$ cat config.mk
export PLATFORM = sky130hd
export DESIGN_NAME = round_sched
export DESIGN_NICKNAME = d
export VERILOG_FILES = /design/src/rtl/fpu_rnd_pkg.sv /design/src/rtl/round_sched_arb.sv /design/src/rtl/round_sched.sv
export SDC_FILE = /design/constraint.sdc
export NUM_CORES = 1
export LEC_CHECK = 0
export ABC_AREA = 1
export CORE_AREA = 2 2 83 53
export DETAILED_ROUTE_END_ITERATION = 10
export DIE_AREA = 0 0 85 55
export HOLD_SLACK_MARGIN = 0.02
export PLACE_DENSITY = 0.68
export SLEW_MARGIN = 20
export SYNTH_ARGS = -nofsm -noshare
export SYNTH_HDL_FRONTEND = slang
export SYNTH_SLANG_ARGS = --single-unit
$ cat constraint.sdc
create_clock -name clk -period 1.85 [get_ports clk]
set_input_delay 0.37 -clock clk [delete_from_list [all_inputs] [get_ports clk]]
set_output_delay 0.37 -clock clk [all_outputs]
set_load 0.01 [all_outputs]
$ cat src/rtl/fpu_rnd_pkg.sv
// Shared types and constants for the rounder sequencer.
package fpu_rnd_pkg;

   typedef enum logic [1:0] {
      IDLE  = 2'd0,
      ROUND = 2'd1,
      ADJ   = 2'd2,
      OUT   = 2'd3
   } rs_state_t;

   localparam int unsigned OVF_CNT_W   = 8;
   localparam int unsigned TMO_DEFAULT = 16;

endpackage

$ cat src/rtl/round_sched_arb.sv
// Two-input round-robin arbiter; the pointer remembers who to favour on the next tie.
module rr_arb2 (
   input  logic       clk,
   input  logic       rst,
   input  logic [1:0] req,
   input  logic       accept,
   output logic [1:0] grant
);

   logic pref_q;

   always_comb begin
      grant = 2'b00;
      case (req)
         2'b01:   grant = 2'b01;
         2'b10:   grant = 2'b10;
         2'b11:   grant = pref_q ? 2'b10 : 2'b01;
         default: grant = 2'b00;
      endcase
   end

   // Favour requester 1 next only if requester 0 just won.
   always_ff @(posedge clk) begin
      if (rst) begin
         pref_q <= 1'b0;
      end else if (accept) begin
         pref_q <= grant[0];
      end
   end

endmodule

$ cat src/rtl/round_sched.sv
// Job sequencer for the shared rounder: arbitration, strobe generation,
// watchdog, tagged completion and overflow bookkeeping.
module round_sched
   import fpu_rnd_pkg::*;
#(
   parameter int unsigned TAG_W = 4,
   parameter int unsigned TMO   = TMO_DEFAULT
) (
   input  logic                 clk,
   input  logic                 rst,
   input  logic [1:0]           req_valid,
   output logic [1:0]           req_ready,
   input  logic [1:0]           req_db,
   input  logic [1:0]           req_ovfen,
   input  logic [2*TAG_W-1:0]   req_tag,
   output logic                 rnd_start,
   output logic                 rnd_db,
   output logic                 rnd_ovfen,
   output logic                 rnd_adj_en,
   input  logic                 sig_done,
   input  logic                 ovf,
   output logic                 res_valid,
   input  logic                 res_ready,
   output logic                 res_src,
   output logic [TAG_W-1:0]     res_tag,
   output logic                 res_ovf,
   output logic                 res_err,
   output logic                 trap,
   output logic                 ovf_flag,
   output logic [OVF_CNT_W-1:0] ovf_cnt,
   input  logic                 flag_clr
);

   localparam int unsigned WD_W = $clog2(TMO);

   rs_state_t            state_q;
   logic [WD_W-1:0]      wd_q;
   logic                 src_q;
   logic                 db_q;
   logic                 ovfen_q;
   logic [TAG_W-1:0]     tag_q;
   logic                 start_q;
   logic                 adj_q;
   logic                 res_valid_q;
   logic                 res_ovf_q;
   logic                 res_err_q;
   logic                 flag_q;
   logic [OVF_CNT_W-1:0] cnt_q;

   logic [1:0] arb_req;
   logic [1:0] grant;
   logic       accept;
   logic       ovf_hit;

   assign arb_req = req_valid & {2{(state_q == IDLE) && !rst}};

   rr_arb2 u_arb (
      .clk    (clk),
      .rst    (rst),
      .req    (arb_req),
      .accept (accept),
      .grant  (grant)
   );

   assign req_ready = grant;
   assign accept    = |(req_valid & grant);
   assign ovf_hit   = (state_q == ADJ) && ovf && !rst;
   assign trap      = ovf_hit && ovfen_q;

   always_ff @(posedge clk) begin
      if (rst) begin
         state_q     <= IDLE;
         wd_q        <= '0;
         src_q       <= 1'b0;
         db_q        <= 1'b0;
         ovfen_q     <= 1'b0;
         tag_q       <= '0;
         start_q     <= 1'b0;
         adj_q       <= 1'b0;
         res_valid_q <= 1'b0;
         res_ovf_q   <= 1'b0;
         res_err_q   <= 1'b0;
         flag_q      <= 1'b0;
         cnt_q       <= '0;
      end else begin
         start_q <= 1'b0;
         adj_q   <= 1'b0;
         case (state_q)
            IDLE: begin
               if (accept) begin
                  src_q   <= grant[1];
                  db_q    <= grant[1] ? req_db[1] : req_db[0];
                  ovfen_q <= grant[1] ? req_ovfen[1] : req_ovfen[0];
                  tag_q   <= grant[1] ? req_tag[2*TAG_W-1:TAG_W] : req_tag[TAG_W-1:0];
                  start_q <= 1'b1;
                  wd_q    <= '0;
                  state_q <= ROUND;
               end
            end
            // sig_done during the launch cycle is stale; a same-cycle timeout loses to sig_done.
            ROUND: begin
               if (sig_done && !start_q) begin
                  adj_q   <= 1'b1;
                  state_q <= ADJ;
               end else if (wd_q == WD_W'(TMO - 1)) begin
                  res_valid_q <= 1'b1;
                  res_err_q   <= 1'b1;
                  res_ovf_q   <= 1'b0;
                  state_q     <= OUT;
               end else begin
                  wd_q <= wd_q + WD_W'(1);
               end
            end
            ADJ: begin
               res_valid_q <= 1'b1;
               res_err_q   <= 1'b0;
               res_ovf_q   <= ovf;
               state_q     <= OUT;
            end
            OUT: begin
               if (res_ready) begin
                  res_valid_q <= 1'b0;
                  state_q     <= IDLE;
               end
            end
            default: state_q <= IDLE;
         endcase

         // Clear beats a coincident overflow.
         if (flag_clr) begin
            flag_q <= 1'b0;
            cnt_q  <= '0;
         end else if (ovf_hit) begin
            flag_q <= 1'b1;
            if (cnt_q != '1) begin
               cnt_q <= cnt_q + OVF_CNT_W'(1);
            end
         end
      end
   end

   assign rnd_start  = start_q;
   assign rnd_db     = db_q;
   assign rnd_ovfen  = ovfen_q;
   assign rnd_adj_en = adj_q;
   assign res_valid  = res_valid_q;
   assign res_src    = src_q;
   assign res_tag    = tag_q;
   assign res_ovf    = res_ovf_q;
   assign res_err    = res_err_q;
   assign ovf_flag   = flag_q;
   assign ovf_cnt    = cnt_q;

endmodule

### Word-level counts from Yosys, hierarchy flattened

Cells that the tools add are included.

| storage, ports and cells | value |
|---|---|
| bits in registers | 28 |

| cells by class | value |
|---|---|
| add/subtract/negate cells | 2 |
| multiplexer cells | 24 |
| equal/unequal tests | 14 |
| bitwise logic cells | 4 |
| reductions and logical operators | 21 |

Operator list:

| operator | count |
|---|---|
| $mux W4 | 4 |
| $mux W2 | 5 |
| $ne A2 B2 Y1 const B | 5 |
| $mux W1 | 9 |
| $add A8 B1 Y8 const B | 1 |
| $eq A2 B2 Y1 const B | 4 |
| $ne A8 B8 Y1 const B | 1 |
| $pmux W2 S4 | 1 |
| $pmux W4 S2 | 1 |
| $reduce_and A4 Y1 | 2 |
| $reduce_or A2 Y1 | 4 |
| $pmux W2 S3 | 1 |
| $reduce_and A3 Y1 | 2 |
| $logic_and A1 B1 Y1 | 5 |
| $add A4 B1 Y4 const B | 1 |
| $and A2 B2 Y2 | 2 |
| $eq A2 B1 Y1 const B | 2 |
| $eq A4 B4 Y1 const B | 1 |
| $pmux W1 S2 | 2 |
| $reduce_and A2 Y1 | 2 |
| $reduce_bool A2 Y1 | 2 |
| $ne A3 B3 Y1 const B | 1 |
| $pmux W1 S3 | 1 |
| $reduce_bool A3 Y1 | 1 |
| 3 further kinds | 5 |

### Longest topological paths before layout

Gate-level depths: netlist of the first run.

| depth | value |
|---|---|
| depth after elaboration | 9 |
| depth in mapped cells | 9 |
| depth with buffers taken out | 9 |

### Hierarchy

From an unflattened synthesis of the first run, not the netlist that was laid out.

| unflattened totals | value |
|---|---|
| cells, all modules | 238 |
| area total of the unflattened synthesis | 1571.5 µm² |

Modules (own cells, without submodules):

| module | instances | cells an instance | seq. area each (µm²) | area each (µm²) |
|---|---|---|---|---|
| round_sched | 1 | 227 | 540.5 | 1510.2 |
| rr_arb2 | 1 | 11 | 20.0 | 61.3 |

### Least setup slack after synthesis of the first run

OpenSTA, ideal clock, no wires.

| timing | value |
|---|---|
| path kind | flip-flop to flip-flop |
| start point | register state_q[1] |
| end point | register tag_q[0] (netlist: res_tag[0]) |
| arrival time | 1.387 ns |
| setup slack | 0.355 ns |
| required time | 1.741 ns |
| stages on the path, launching flop included | 10 |
| period minus slack after synthesis | 1.495 ns |
| cell sequence | dfxtp_1 inv_1 ha_1 nand3_4 a21oi_4 inv_2 nand2_1 nand3_1 nand2_1 inv_1 |

| on the way | value |
|---|---|
| longest elaborated chain between the ends | 8 |
| elaborated cells on any way between the ends | 11 |
| those cells by class | eq/ne (3); mux (2); bitwise (2); reduce/logical (4) |

RTL lines:

| element | RTL line | RTL |
|---|---|---|
| start: declaration | round_sched.sv:36 | `rs_state_t state_q;` |
| start signal: assignment | round_sched.sv:72 | `state_q <= IDLE;` |
| start signal: assignment | round_sched.sv:97 | `state_q <= ROUND;` |
| start signal: assignment | round_sched.sv:104 | `state_q <= ADJ;` |
| $logic_not A2 Y1 * | round_sched.sv:55 | `assign arb_req = req_valid & {2{(state_q == IDLE) && !rst}};` |
| $logic_and A1 B1 Y1 * | round_sched.sv:55 |  |
| $and A2 B2 Y2 * | round_sched.sv:55 |  |
| $eq A2 B2 Y1 / $eq A2 B1 Y1 (equally long branches) | round_sched_arb.sv:14 | `case (req)` |
| $pmux W2 S3 * | round_sched_arb.sv:14 |  |
| named net req_ready[1] | round_sched.sv:12 | `output logic [1:0] req_ready,` |
| $and A2 B2 Y2 | round_sched.sv:66 | `assign accept = \|(req_valid & grant);` |
| $reduce_or A2 Y1 | round_sched.sv:66 |  |
| $reduce_and A2 Y1 (no source line) | - |  |
| end signal: assignment | round_sched.sv:94 | `tag_q <= grant[1] ? req_tag[2*TAG_W-1:TAG_W] : req_tag[TAG_W-1:0];` |
| end: declaration | round_sched.sv:41 | `logic [TAG_W-1:0] tag_q;` |

The timed path passes the listed nets; every way through them passes the cells marked *.
A chain may end at the register's enable or synchronous reset.

### Final worst setup path of the first run

| timing | value |
|---|---|
| start point | input req_valid[0] |
| end point | output req_ready[0] |

| on the way | value |
|---|---|
| longest elaborated chain between the ends | 3 |
| elaborated cells on any way between the ends | 5 |
| those cells by class | eq/ne (3); mux (1); bitwise (1) |

RTL lines:

| element | RTL line | RTL |
|---|---|---|
| start: declaration | round_sched.sv:11 | `input logic [1:0] req_valid,` |
| $and A2 B2 Y2 * | round_sched.sv:55 |  |
| $eq A2 B2 Y1 / $eq A2 B1 Y1 (equally long branches) | round_sched_arb.sv:14 |  |
| $pmux W2 S3 * | round_sched_arb.sv:14 |  |
| end: declaration | round_sched.sv:12 |  |

Every way passes the cells marked *; elsewhere a longest branch is shown, timed or not.

==> metrics.md, run 1 <==
| Metric | Value |
|---|---|
| Arr. time, crit path | `~1.4 ns` |
| # rows | `18` |
| Slew Viols, Final | `0` |
| Worst setup margin | `0.0511 ns` |
| IO Pins | `44` |
| Hold EP | `res_err$_SDFFE_PP0P_` |
| # diodes | `0` |
| Setup TNS | `0 ns` |
| TritonCTS Buffers | `3` |
| Synth Area per Inst | `about 6.7 µm²` |
| Status | `finished clean` |
| Final setup fails | `0` |
| R2R Setup Slk | `roughly 0.25 ns` |
| Pwr dens | `approximately 1100 nW/µm²` |
| Post-Syn Instances | `around 230` |
| Clock Tree Root | `clkbuf_8` |
| Critical hold path startpoint | `res_err$_SDFFE_PP0P_` |
| Worst R2R End | `wd_q[1]$_SDFFE_PP0P_` |
| Global-route wire length before repair | `between 6 and 7 mm` |
| Clk sinks | `28` |
| Yosys cell types | `26` |
| Number of vias per cell | `4.57` |
| Seq/Total Area, Yosys | `0.369` |
| Share of flip-flops with an asynchronous set or reset | `0` |
| Setup crit start kind | `primary input` |
| Final std cells w/o fill | `around 330` |
| Hold WC Path Type | `reg2reg` |
| Slowest cell on crit path | `clkdlybuf4s50_1` |
| Top cell type by total area after synthesis | `dfxtp_1` |
| Final Util | `0.556` |
| Ys Warns | `0` |
| Most common cell after layout, fill and taps aside | `nand2_1` |
| Fmax | `between 500 and 600 MHz` |
| DRC violations left | `0` |
| Worst R2R Path Depth | `10` |
| Max incr delay on CP | `0.55 ns` |
| Die H | `~55 µm` |
| Via Count | `about 1500` |
| Critical Path Fanout Max | `2` |
| Detail Route Antenna Nets | `0` |
| Post-DP HPWL | `approximately 2.8 mm` |
| Worst skew pair latency | `around 0.27 ns` |
| Initial Util | `0.385` |
| Top cells by area, synth | `dfxtp_1 37%, nand2_1 16%, inv_1 7.9%, nand3_1 6.9%, ha_1 5.8%` |
| 1st-pass router iterations | `4` |
| Nature of the critical path endpoint | `output port` |
| Tmin final | `about 1.8 ns` |
| Max-Cap Viols | `0` |
| CTS tree | `done` |
| Yosys reg bits | `28` |
| PortBufs | `43` |
| Clock skew | `between 0.003 and 0.004 ns` |
| Commonest non-fill, non-tap cells in the layout | `64 x nand2_1, 39 x clkdlybuf4s50_1, 31 x inv_1` |
| Dpl cells | `328` |
| Clock-pin transition on the worst setup and hold timing paths | `around 0.10 ns` |
| Layout fillers | `373` |
| Overall routed net length | `between 3 and 4 mm` |
| Fin nets | `roughly 310` |
| Vias in the first global route | `1413` |
| Drt wl/cell | `~11 µm` |
| FF-to-FF Start | `state_q[1]$_SDFFE_PP0P_` |
| Core area | `3940 µm²` |
| RD Place Congestion | `0.866` |
| Leak Pwr | `between 0.9 and 1 nW` |
| Pwr Total | `between 0.002 and 0.003 W` |
| Initial antenna violation count | `0` |
| WP data required | `between 1 and 1.5 ns` |
| Hold_buf cts | `0` |
| 1st-iter DRT viols | `115` |
| Clk buf depth | `2` |
| Slew HR | `0.786` |
| Global route overflow | `0` |
| Synth Cell Area | `1520 µm²` |
| Pin count of the biggest net entering global routing | `17` |
| Post-Syn Nets | `approximately 250` |
| WS Path Type | `in2out` |
| Hold path depth | `2` |
| Die X | `roughly 85 µm` |
| Maximum VDD drop | `around 0.57 mV` |
| Die area | `between 4000 and 5000 µm²` |
| Number of synthesized flops with an enable pin | `0` |
| Slew @ Worst Pin | `between 0.3 and 0.4 ns` |
| Share of cells above drive strength 1 | `0.127` |
| Most common flop cell mapped by yosys | `dfxtp_1` |
| Area grow syn2layout | `44.2%` |
| Area share of the largest cell type after synthesis | `0.369` |
| Tot GR Track Use | `0.173` |
| Post-Place Setup Slack | `-0.278 ns` |
| Critical Path, Cell by Cell | `clkdlybuf4s50_1, nand3_2, a21oi_1, dlygate4sd2_1` |
| Period utilisation layout | `0.972` |
| Final hold vios | `0` |
| CTS H-tree depth | `1` |
==> cells in the mapped netlist, drive strengths merged (2+ instances only) <==
cell type	number
o21ai	14
inv	37
nor3	2
xor2	2
nand4	3
buf	2
nand2	66
ha	7
nor2	18
a21oi	15
clkinv	2
nand3	24
dfxtp	28
==> final cells by class <==
cell class	instances	area (µm²)	area share
Clock inverter	1	30.0	0.0137
Inverter	39	146	0.0669
Timing Repair Buffer	57	539	0.246
Clock buffer	3	41.3	0.0189
Sequential cell	28	561	0.256
Tap cell	50	62.6	0.0286
Multi-Input combinational cell	156	810	0.370
==> power by group <==
| part | leakage (nW) | switching (W) | total (W) | internal, W |
|---|---|---|---|---|
| clock network | 0.0357 | 0.000195 | 0.000484 | 0.000290 |
| registers | 0.229 | 0.0000640 | 0.000779 | 0.000715 |
| logic | 0.692 | 0.000659 | 0.00125 | 0.000593 |
==> worst max path at each step <==
stage               cells past startpoint                       to  slack (ns)                    start
floorplan                               9  res_tag[0]$_SDFFE_PP0P_        0.35  state_q[1]$_SDFFE_PP0P_
global placement                        4                     trap       -0.28                      ovf
detailed placement                      5             req_ready[1]       -0.28                      rst
CTS                                     5                     trap       0.005  state_q[0]$_SDFFE_PP0P_
global route                            4             req_ready[0]       -0.02             req_valid[0]
finish                                  4             req_ready[0]        0.05             req_valid[0]
==> kinds of logic after synthesis <==
family / synth area share
AND/OR/NAND/NOR: 0.338
buffers and inverters: 0.111
AO/OA/AOI/OAI: 0.113
adder cells (fa/ha/maj): 0.0577
flip-flops: 0.369
XOR/XNOR: 0.0115
==> worst max-delay path: cells and delay by family <==
family	cells	cell delay (ns)
and+or+nand+nor	1	0.10
buffers and inverters	2	0.84
AOI/OAI and AO/OA	1	0.12
==> flip-flops by register name, indices dropped and copies added (netlist names) <==
name          cells
wd_q              4
res_err           1
ovf_cnt           8
ovf_flag          1
rnd_ovfen         1
res_tag           4
rnd_start         1
res_src           1
rnd_adj_en        1
u_arb.pref_q      1
res_ovf           1
res_valid         1
rnd_db            1
state_q           2
==> routing by layer <==
layer / vias up / wire length (µm) / global-route usage
met1: 661 / 1980 / 0.247
met2: 36 / 1380 / 0.258
met5: - / 0 / 0
li1: 828 / - / -
met3: 2 / 273 / 0.0623
met4: 0 / 12 / 0.0212
==> through the flow <==
stage	hold slack, ns	area (µm²)
after global routing	0.504	2190
after CTS	0.462	2170
after global placement	0.448	2080
final	0.460	2190
after floorplan	0.454	1520
after detailed placement	0.447	2080
==> timing repair <==
item | in CTS | in global routing
gates resized for setup | 9 | 4
cloned | 0 | 0
pin swaps | 0 | 1
endpoints found under the setup margin | 3 | 3
setup buffers | 0 | 2
endpoints found under the hold margin | 0 | 0
(Power assumes the default switching activity.)
==> run 2: changes to the inputs <==
--- a/config.mk
+++ b/config.mk
@@ -6,10 +6,11 @@
 export NUM_CORES = 1
 export LEC_CHECK = 0
 export ABC_AREA = 1
-export CORE_AREA = 2 2 83 53
+export CORE_AREA = 8 8 89 59
 export DETAILED_ROUTE_END_ITERATION = 10
-export DIE_AREA = 0 0 85 55
+export DIE_AREA = 0 0 97 67
 export HOLD_SLACK_MARGIN = 0.02
+export MAX_ROUTING_LAYER = met4
 export PLACE_DENSITY = 0.68
 export SLEW_MARGIN = 20
 export SYNTH_ARGS = -nofsm -noshare
==> metrics.md, run 2 (synthesis gave the netlist of run 1 again) <==
| Metric | Value |
|---|---|
| Hold_buf cts | `0 (unchanged)` |
| Clock-pin transition on the worst setup and hold timing paths | `0.09 ns (about the same)` |
| Global route overflow | `0 (unchanged)` |
| Pwr dens | `1090 nW/µm² (-5.3%)` |
| Max incr delay on CP | `0.54 ns (about the same)` |
| Worst R2R Path Depth | `10 (unchanged)` |
| Tot GR Track Use | `0.128 (-0.0454)` |
| # diodes | `0 (unchanged)` |
| Core area | `3940 µm² (unchanged)` |
| Layout fillers | `386 (+3.5%)` |
| # rows | `18 (unchanged)` |
| Leak Pwr | `0.952 nW (-0.40%)` |
| Global-route wire length before repair | `6.65 mm (+4.1%)` |
| IO Pins | `44 (unchanged)` |
| Clock skew | `0.00426 ns (+0.000545 ns)` |
| FF-to-FF Start | `state_q[1]$_SDFFE_PP0P_` |
| Setup crit start kind | `primary input` |
| Period utilisation layout | `0.960 (-0.0122)` |
| Status | `finished clean` |
| WS Path Type | `in2out` |
| DRC violations left | `0 (unchanged)` |
| Clk buf depth | `2 (unchanged)` |
| Slew @ Worst Pin | `0.334 ns (+0.0145 ns)` |
| Die X | `97 µm (+14%)` |
| Slew HR | `0.776 (-0.00973)` |
| Die H | `67 µm (+22%)` |
| Arr. time, crit path | `1.41 ns (-0.02 ns)` |
| Finished Cell Area | `2180 µm² (-0.51%)` |
| 1st-iter DRT viols | `104 (-9.6%)` |
| PortBufs | `43 (unchanged)` |
| Worst skew pair latency | `0.27 ns (about the same)` |
| Final hold vios | `0 (unchanged)` |
| Clk sinks | `28 (unchanged)` |
| Initial Util | `0.385 (unchanged)` |
| Hold WC Path Type | `reg2reg` |
| Maximum VDD drop | `0.487 mV (-15%)` |
| Most common cell after layout, fill and taps aside | `nand2_1` |
| Initial antenna violation count | `0 (unchanged)` |
| 1st-pass router iterations | `4 (unchanged)` |
| Crit. Startpoint | `req_valid[0]` |
| Final setup fails | `0 (unchanged)` |
| Overall routed net length | `3.90 mm (+6.8%)` |
| Commonest non-fill, non-tap cells in the layout | `64 x nand2_1, 39 x clkdlybuf4s50_1, 31 x inv_1` |
| Number of vias per cell | `4.45 (-2.6%)` |
| Fmax | `563 MHz (+1.3%)` |
| Via Count | `1501 (-1.7%)` |
| Drt wl/cell | `11.6 µm (+5.8%)` |
| Nature of the critical path endpoint | `output port` |
| WP data required | `1.48 ns (about the same)` |
| Slowest cell on crit path | `clkdlybuf4s50_1` |
| Hold path depth | `2 (unchanged)` |
| Max reg flops | `8 (unchanged)` |
| Die area | `6500 µm² (+39%)` |
| Worst setup path endpoint | `req_ready[0]` |
| Clock Tree Root | `clkbuf_8` |
| RD Place Congestion | `0.823 (-5.0%)` |
| CTS tree | `done` |
| Fin nets | `315 (+0.96%)` |
| Share of cells above drive strength 1 | `0.129 (+0.00216)` |
| CTS H-tree depth | `1 (unchanged)` |
| Area grow syn2layout | `43.4%` |
| Critical Path, Cell by Cell | `clkdlybuf4s50_1, nand3_2, a21oi_1, dlygate4sd2_1` |
| Placed cell area | `2110 µm² (+1.4%)` |
| Pwr Total | `0.00237 W (-5.8%)` |
| Pin count of the biggest net entering global routing | `16 (-1)` |
| Vias in the first global route | `1408 (-0.35%)` |
| Worst R2R End | `wd_q[1]$_SDFFE_PP0P_` |
| RSZ-0062 raised after global routing | `no` |
| Tmin final | `1.78 ns (-0.0226 ns)` |
| Slew Viols, Final | `0 (unchanged)` |
| Post-DP HPWL | `3.07 mm (+9.5%)` |
| Critical Path Fanout Max | `2 (unchanged)` |
| Detail Route Antenna Nets | `0 (unchanged)` |
| Max-Cap Viols | `0 (unchanged)` |
| TritonCTS Buffers | `3 (unchanged)` |
| R2R Setup Slk | `0.22 ns (-0.03 ns)` |
run 2: cell types whose count changed in the layout (fill, tap and decap cells not counted), sizes merged:
cell | before | now
bufinv | 1 | 0
dlygate4sd2 | 1 | 2
clkdlybuf4s15 | 0 | 1
dlymetal6s2s | 1 | 0
buf | 14 | 17
run 2: worst min-delay path by stage:
| stage | startpoint | end | slack (ns) |
|---|---|---|---|
| after detailed placement | res_err$_SDFFE_PP0P_ | res_err$_SDFFE_PP0P_ | 0.45 |
| after floorplan | wd_q[0]$_SDFFE_PP0P_ | wd_q[0]$_SDFFE_PP0P_ | 0.45 |
| after global placement | res_err$_SDFFE_PP0P_ | res_err$_SDFFE_PP0P_ | 0.44 |
| final | res_err$_SDFFE_PP0P_ | res_err$_SDFFE_PP0P_ | 0.45 |
| after CTS | res_err$_SDFFE_PP0P_ | res_err$_SDFFE_PP0P_ | 0.46 |
| after global routing | res_valid$_SDFFE_PP0P_ | res_valid$_SDFFE_PP0P_ | 0.50 |
run 2: critical path: cells and delay by family:
family          cells  cell delay (ns)
compound gates      1             0.11
simple gates        1             0.10
buf+inv             2             0.82
run 2: metrics by stage:
| stage | setup slack [ns] | setup TNS [ns] | hold WS (ns) | utilization | instances |
|---|---|---|---|---|---|
| floorplan | 0.355 | 0 | 0.454 | - | 226 |
| global placement | -0.296 | -0.820 | 0.444 | 0.535 | 332 |
| detailed placement | -0.314 | -0.948 | 0.450 | 0.535 | 332 |
| CTS | 0.00796 | 0 | 0.465 | 0.554 | 337 |
| global route | 0.00689 | 0 | 0.498 | 0.553 | 337 |
| finish | 0.0737 | 0 | 0.455 | 0.553 | 337 |
run 2: timing repair:
item | in CTS | in global routing
setup endpoints to repair | 3 | 2
resized for setup | 9 | 3
setup buffers | 1 | 0
run 2: per-layer routing:
layer / global-route usage / vias up / wire, µm / part of all wire
li1: - / 832 / - / -
met1: 0.174 / 633 / 2150 / 0.55
met2: 0.167 / 32 / 1460 / 0.38
met3: 0.0475 / 4 / 249 / 0.064
met4: 0.0400 / 0 / 40 / 0.010
met5: - / - / 0 / 0
run 2: layout make-up:
cell class                      count  area [µm²]  area share
Inverter                           39         146      0.0672
Tap cell                           50        62.6      0.0287
Timing Repair Buffer               60         552       0.253
Clock buffer                        4        55.1      0.0253
Multi-Input combinational cell    156         802       0.368
Sequential cell                    28         561       0.257
run 2: where the power goes:
part / total (W) / switching [W] / internal, W
sequential: 0.000779 / 0.0000646 / 0.000715
clock: 0.000381 / 0.000190 / 0.000191
combinational: 0.00121 / 0.000659 / 0.000551
==> run 3: changes to the inputs <==
--- a/config.mk
+++ b/config.mk
@@ -5,13 +5,13 @@
 export SDC_FILE = /design/constraint.sdc
 export NUM_CORES = 1
 export LEC_CHECK = 0
-export ABC_AREA = 1
-export CORE_AREA = 8 8 89 59
+export ABC_AREA = 0
+export CORE_AREA = 8 8 87 58
 export DETAILED_ROUTE_END_ITERATION = 10
-export DIE_AREA = 0 0 97 67
+export DIE_AREA = 0 0 95 66
 export HOLD_SLACK_MARGIN = 0.02
 export MAX_ROUTING_LAYER = met4
-export PLACE_DENSITY = 0.68
+export PLACE_DENSITY = 0.69
 export SLEW_MARGIN = 20
 export SYNTH_ARGS = -nofsm -noshare
 export SYNTH_HDL_FRONTEND = slang
==> metrics.md, run 3 <==
| Metric | Value |
|---|---|
| Max reg flops | `8 (unchanged)` |
| Post-Syn Nets | `198 (-22%)` |
| Setup crit start kind | `register` |
| Reg power frac | `0.340 (+0.011)` |
| Ys Warns | `0 (unchanged)` |
| Crit. Startpoint | `wd_q[0]$_SDFFE_PP0P_` |
| Most common cell after layout, fill and taps aside | `clkdlybuf4s50_1` |
| CTS H-tree depth | `1 (unchanged)` |
| Yosys cell types | `41 (+58%)` |
| Maximum VDD drop | `0.507 mV (+4.1%)` |
| WP data required | `2.06 ns (+0.58 ns)` |
| Final hold vios | `0 (unchanged)` |
| Vias in the first global route | `1362 (-3.3%)` |
| Die H | `66 µm (-1.5%)` |
| 1st-pass router iterations | `4 (unchanged)` |
| Final setup fails | `0 (unchanged)` |
| Net switching power | `0.000717 W (-22%)` |
| Initial Util | `0.379 (-0.00625)` |
| Share of flip-flops with an asynchronous set or reset | `0 (unchanged)` |
| Clock share of power | `0.222 (+0.061)` |
| Overall routed net length | `3.81 mm (-2.2%)` |
| Worst setup path endpoint | `wd_q[3]$_SDFFE_PP0P_` |
| Global route overflow | `0 (unchanged)` |
| Die X | `95 µm (-2.1%)` |
| Comb pwr share | `0.438 (-0.073)` |
| Global-route wire length before repair | `6.58 mm (-1.0%)` |
| Die area | `6270 µm² (-3.5%)` |
| Most instantiated cells after synthesis | `28 x dfxtp_1, 19 x nor2_1, 11 x a21oi_1, 11 x nand3_1, 10 x mux2i_1` |
| # rows | `18 (unchanged)` |
| Seq/Total Area, Yosys | `0.384 (+0.0149)` |
| Worst skew pair latency | `0.28 ns (about the same)` |
| Share of cells above drive strength 1 | `0.180 (+0.0513)` |
| Yosys reg bits | `28 (unchanged)` |
| Detail Route Antenna Nets | `0 (unchanged)` |
| Worst R2R End | `wd_q[3]$_SDFFE_PP0P_` |
| Number of vias per cell | `5.05 (+13%)` |
| Top cells by area, synth | `dfxtp_1 38%, mux2i_1 6.9%, ha_1 6.0%, nor2_1 4.9%, a21oi_1 3.8%` |
| Clock Tree Root | `clkbuf_8` |
| Slew Viols, Final | `0 (unchanged)` |
| DRC violations left | `0 (unchanged)` |
| Drt wl/cell | `13.5 µm (+16%)` |
| Hold_ws | `0.481 ns (+0.0259 ns)` |
| Slew @ Worst Pin | `0.288 ns (-0.0459 ns)` |
| R2R Setup Slk | `0.1 ns (-0.12 ns)` |
| Core area | `3850 µm² (-2.3%)` |
| Clk buf depth | `2 (unchanged)` |
| Synth Cell Area | `1460 µm² (-3.9%)` |
| IO Pins | `44 (unchanged)` |
| Post-Syn Instances | `171 (-24%)` |
| Clock skew | `0.00412 ns (-0.000142 ns)` |
| Area share of the largest cell type after synthesis | `0.384 (+0.0149)` |
| Worst R2R Path Depth | `5 (-5)` |
| Pwr dens | `1010 nW/µm² (-7.4%)` |
| Nature of the critical path endpoint | `register` |
| Area grow syn2layout | `49.3%` |
| Slew HR | `0.805 (+0.0290)` |
| Top cell type by total area after synthesis | `dfxtp_1` |
| Critical Path Fanout Max | `4 (+2)` |
| CTS tree | `done` |
| Net Sw Frac | `0.326 (-0.0594)` |
| Post-DP HPWL | `3.00 mm (-2.5%)` |
| Tmin final | `1.75 ns (-0.0235 ns)` |
| PortBufs | `43 (unchanged)` |
| Leak Pwr | `0.830 nW (-13%)` |
| Commonest non-fill, non-tap cells in the layout | `40 x clkdlybuf4s50_1, 25 x dfxtp_1, 22 x buf_4` |
| Synth Area per Inst | `8.54 µm² (+27%)` |
| Final std cells w/o fill | `283 (-16%)` |
| Pwr Total | `0.00220 W (-7.3%)` |
| Clk sinks | `28 (unchanged)` |
| Status | `finished clean` |
| P_int | `0.00148 W (+1.6%)` |
| Initial antenna violation count | `0 (unchanged)` |
| Via Count | `1429 (-4.8%)` |
| # diodes | `0 (unchanged)` |
| TritonCTS Buffers | `3 (unchanged)` |
| Most common flop cell mapped by yosys | `dfxtp_1` |
| Max-Cap Viols | `0 (unchanged)` |
| RD Place Congestion | `0.771 (-6.3%)` |
| Period utilisation layout | `0.947 (-0.0127)` |
| Hold WC Path Type | `reg2reg` |
| WS Path Type | `reg2reg` |
| Tot GR Track Use | `0.133 (+0.00491)` |
| Arr. time, crit path | `1.96 ns (+0.55 ns)` |
| Count leader, synth | `dfxtp_1` |
| Number of synthesized flops with an enable pin | `0 (unchanged)` |
| Fmax | `570 MHz (+1.3%)` |
| 1st-iter DRT viols | `98 (-5.8%)` |
| Fin nets | `261 (-17%)` |
| Pin count of the biggest net entering global routing | `22 (+6)` |
| Dpl cells | `278 (-16%)` |
| Clock-pin transition on the worst setup and hold timing paths | `0.10 ns (about the same)` |
| FF-to-FF Start | `wd_q[0]$_SDFFE_PP0P_` |
## run 3: cell types whose count changed after synthesis, moves of 3 or more
cell / previous run / this run
a31oi_1: 0 / 5
nand3_1: 21 / 11
a21oi_1: 14 / 11
mux2i_1: 0 / 10
inv_1: 32 / 5
inv_2: 5 / 1
nand2_1: 64 / 7
nand2b_1: 0 / 7
nor2b_1: 0 / 3
a211oi_1: 1 / 7
clkbuf_1: 1 / 5
o21ai_0: 10 / 3
## run 3: cells by family (layout without fill, tap and decap cells)
group,Yosys count,count (layout),synth area share
and+or+nand+nor,67,67,0.244
xor gates and xnor gates,2,2,0.0120
buffers and inverters,15,77,0.0471
DFF,28,28,0.384
muxes,10,10,0.0686
adders and majority gates,7,7,0.0600
AOI/OAI and AO/OA,42,42,0.184
## run 3: worst min-delay path by stage
| stage | startpoint | end | slack [ns] | cells after the start |
|---|---|---|---|---|
| 4_1_cts | ovf_flag$_SDFFE_PP0P_ | ovf_flag$_SDFFE_PP0P_ | 0.49 | 2 |
| 3_5_place_dp | ovf_flag$_SDFFE_PP0P_ | ovf_flag$_SDFFE_PP0P_ | 0.46 | 2 |
| 5_1_grt | wd_q[0]$_SDFFE_PP0P_ | wd_q[0]$_SDFFE_PP0P_ | 0.50 | 2 |
| 6_report | ovf_flag$_SDFFE_PP0P_ | ovf_flag$_SDFFE_PP0P_ | 0.48 | 2 |
| 2_1_floorplan | u_arb.pref_q$_SDFFE_PP0P_ | u_arb.pref_q$_SDFFE_PP0P_ | 0.46 | 1 |
| 3_3_place_gp | res_ovf$_SDFFE_PP0P_ | res_ovf$_SDFFE_PP0P_ | 0.47 | 2 |
## run 3: power groups by stage
stage / Clock (W) / Sequential (W) / Combinational [W]
after floorplan: 0 / 0.000782 / 0.000465
after global placement: 0 / 0.000755 / 0.000907
after detailed placement: 0 / 0.000757 / 0.000909
after CTS: 0.000505 / 0.000745 / 0.000925
after global routing: 0.000526 / 0.000763 / 0.00107
final: 0.000487 / 0.000748 / 0.000962
## run 3: repair_timing
item,CTS,global route
hold endpoints to repair,0,0
buffers inserted,0,1
endpoints found under the setup margin,3,5
resized for setup,12,11
pin swaps,0,1
hold buffers,0,0
## run 3: area by class of cell
class / instances / area, µm²
Tap cell: 50 / 62.6
Sequential cell: 28 / 564
Fill cell: 347 / 1670
Clock inverter: 1 / 30.0
Timing Repair Buffer: 66 / 592
Clock buffer: 3 / 41.3
Multi-Input combinational cell: 128 / 861
Inverter: 7 / 28.8
## run 3: critical path: stages (launching register included)
cell and delay [ns]:
dfxtp_2 0.35, ha_2 0.21, and3_4 0.20, or4_4 0.47
or3_1 0.31, a31oi_1 0.15
## run 3: metrics by stage
step           setup TNS (ns)  area [µm²]   util  setup slack (ns)
2_1_floorplan               0        1460      -            0.0720
3_3_place_gp            -1.32        2080  0.540            -0.344
3_5_place_dp            -1.42        2080  0.540            -0.340
4_1_cts                     0        2160  0.561            0.0115
5_1_grt              -0.00224        2180  0.566          -0.00224
6_report                    0        2180  0.566            0.0971
## run 3: routing by layer
layer  vias up  share of wire  track usage
met3         2          0.071       0.0465
met1       631           0.53        0.181
met2        42           0.39        0.182
met5         -              0            -
met4         0         0.0087       0.0290
li1        754              -            -
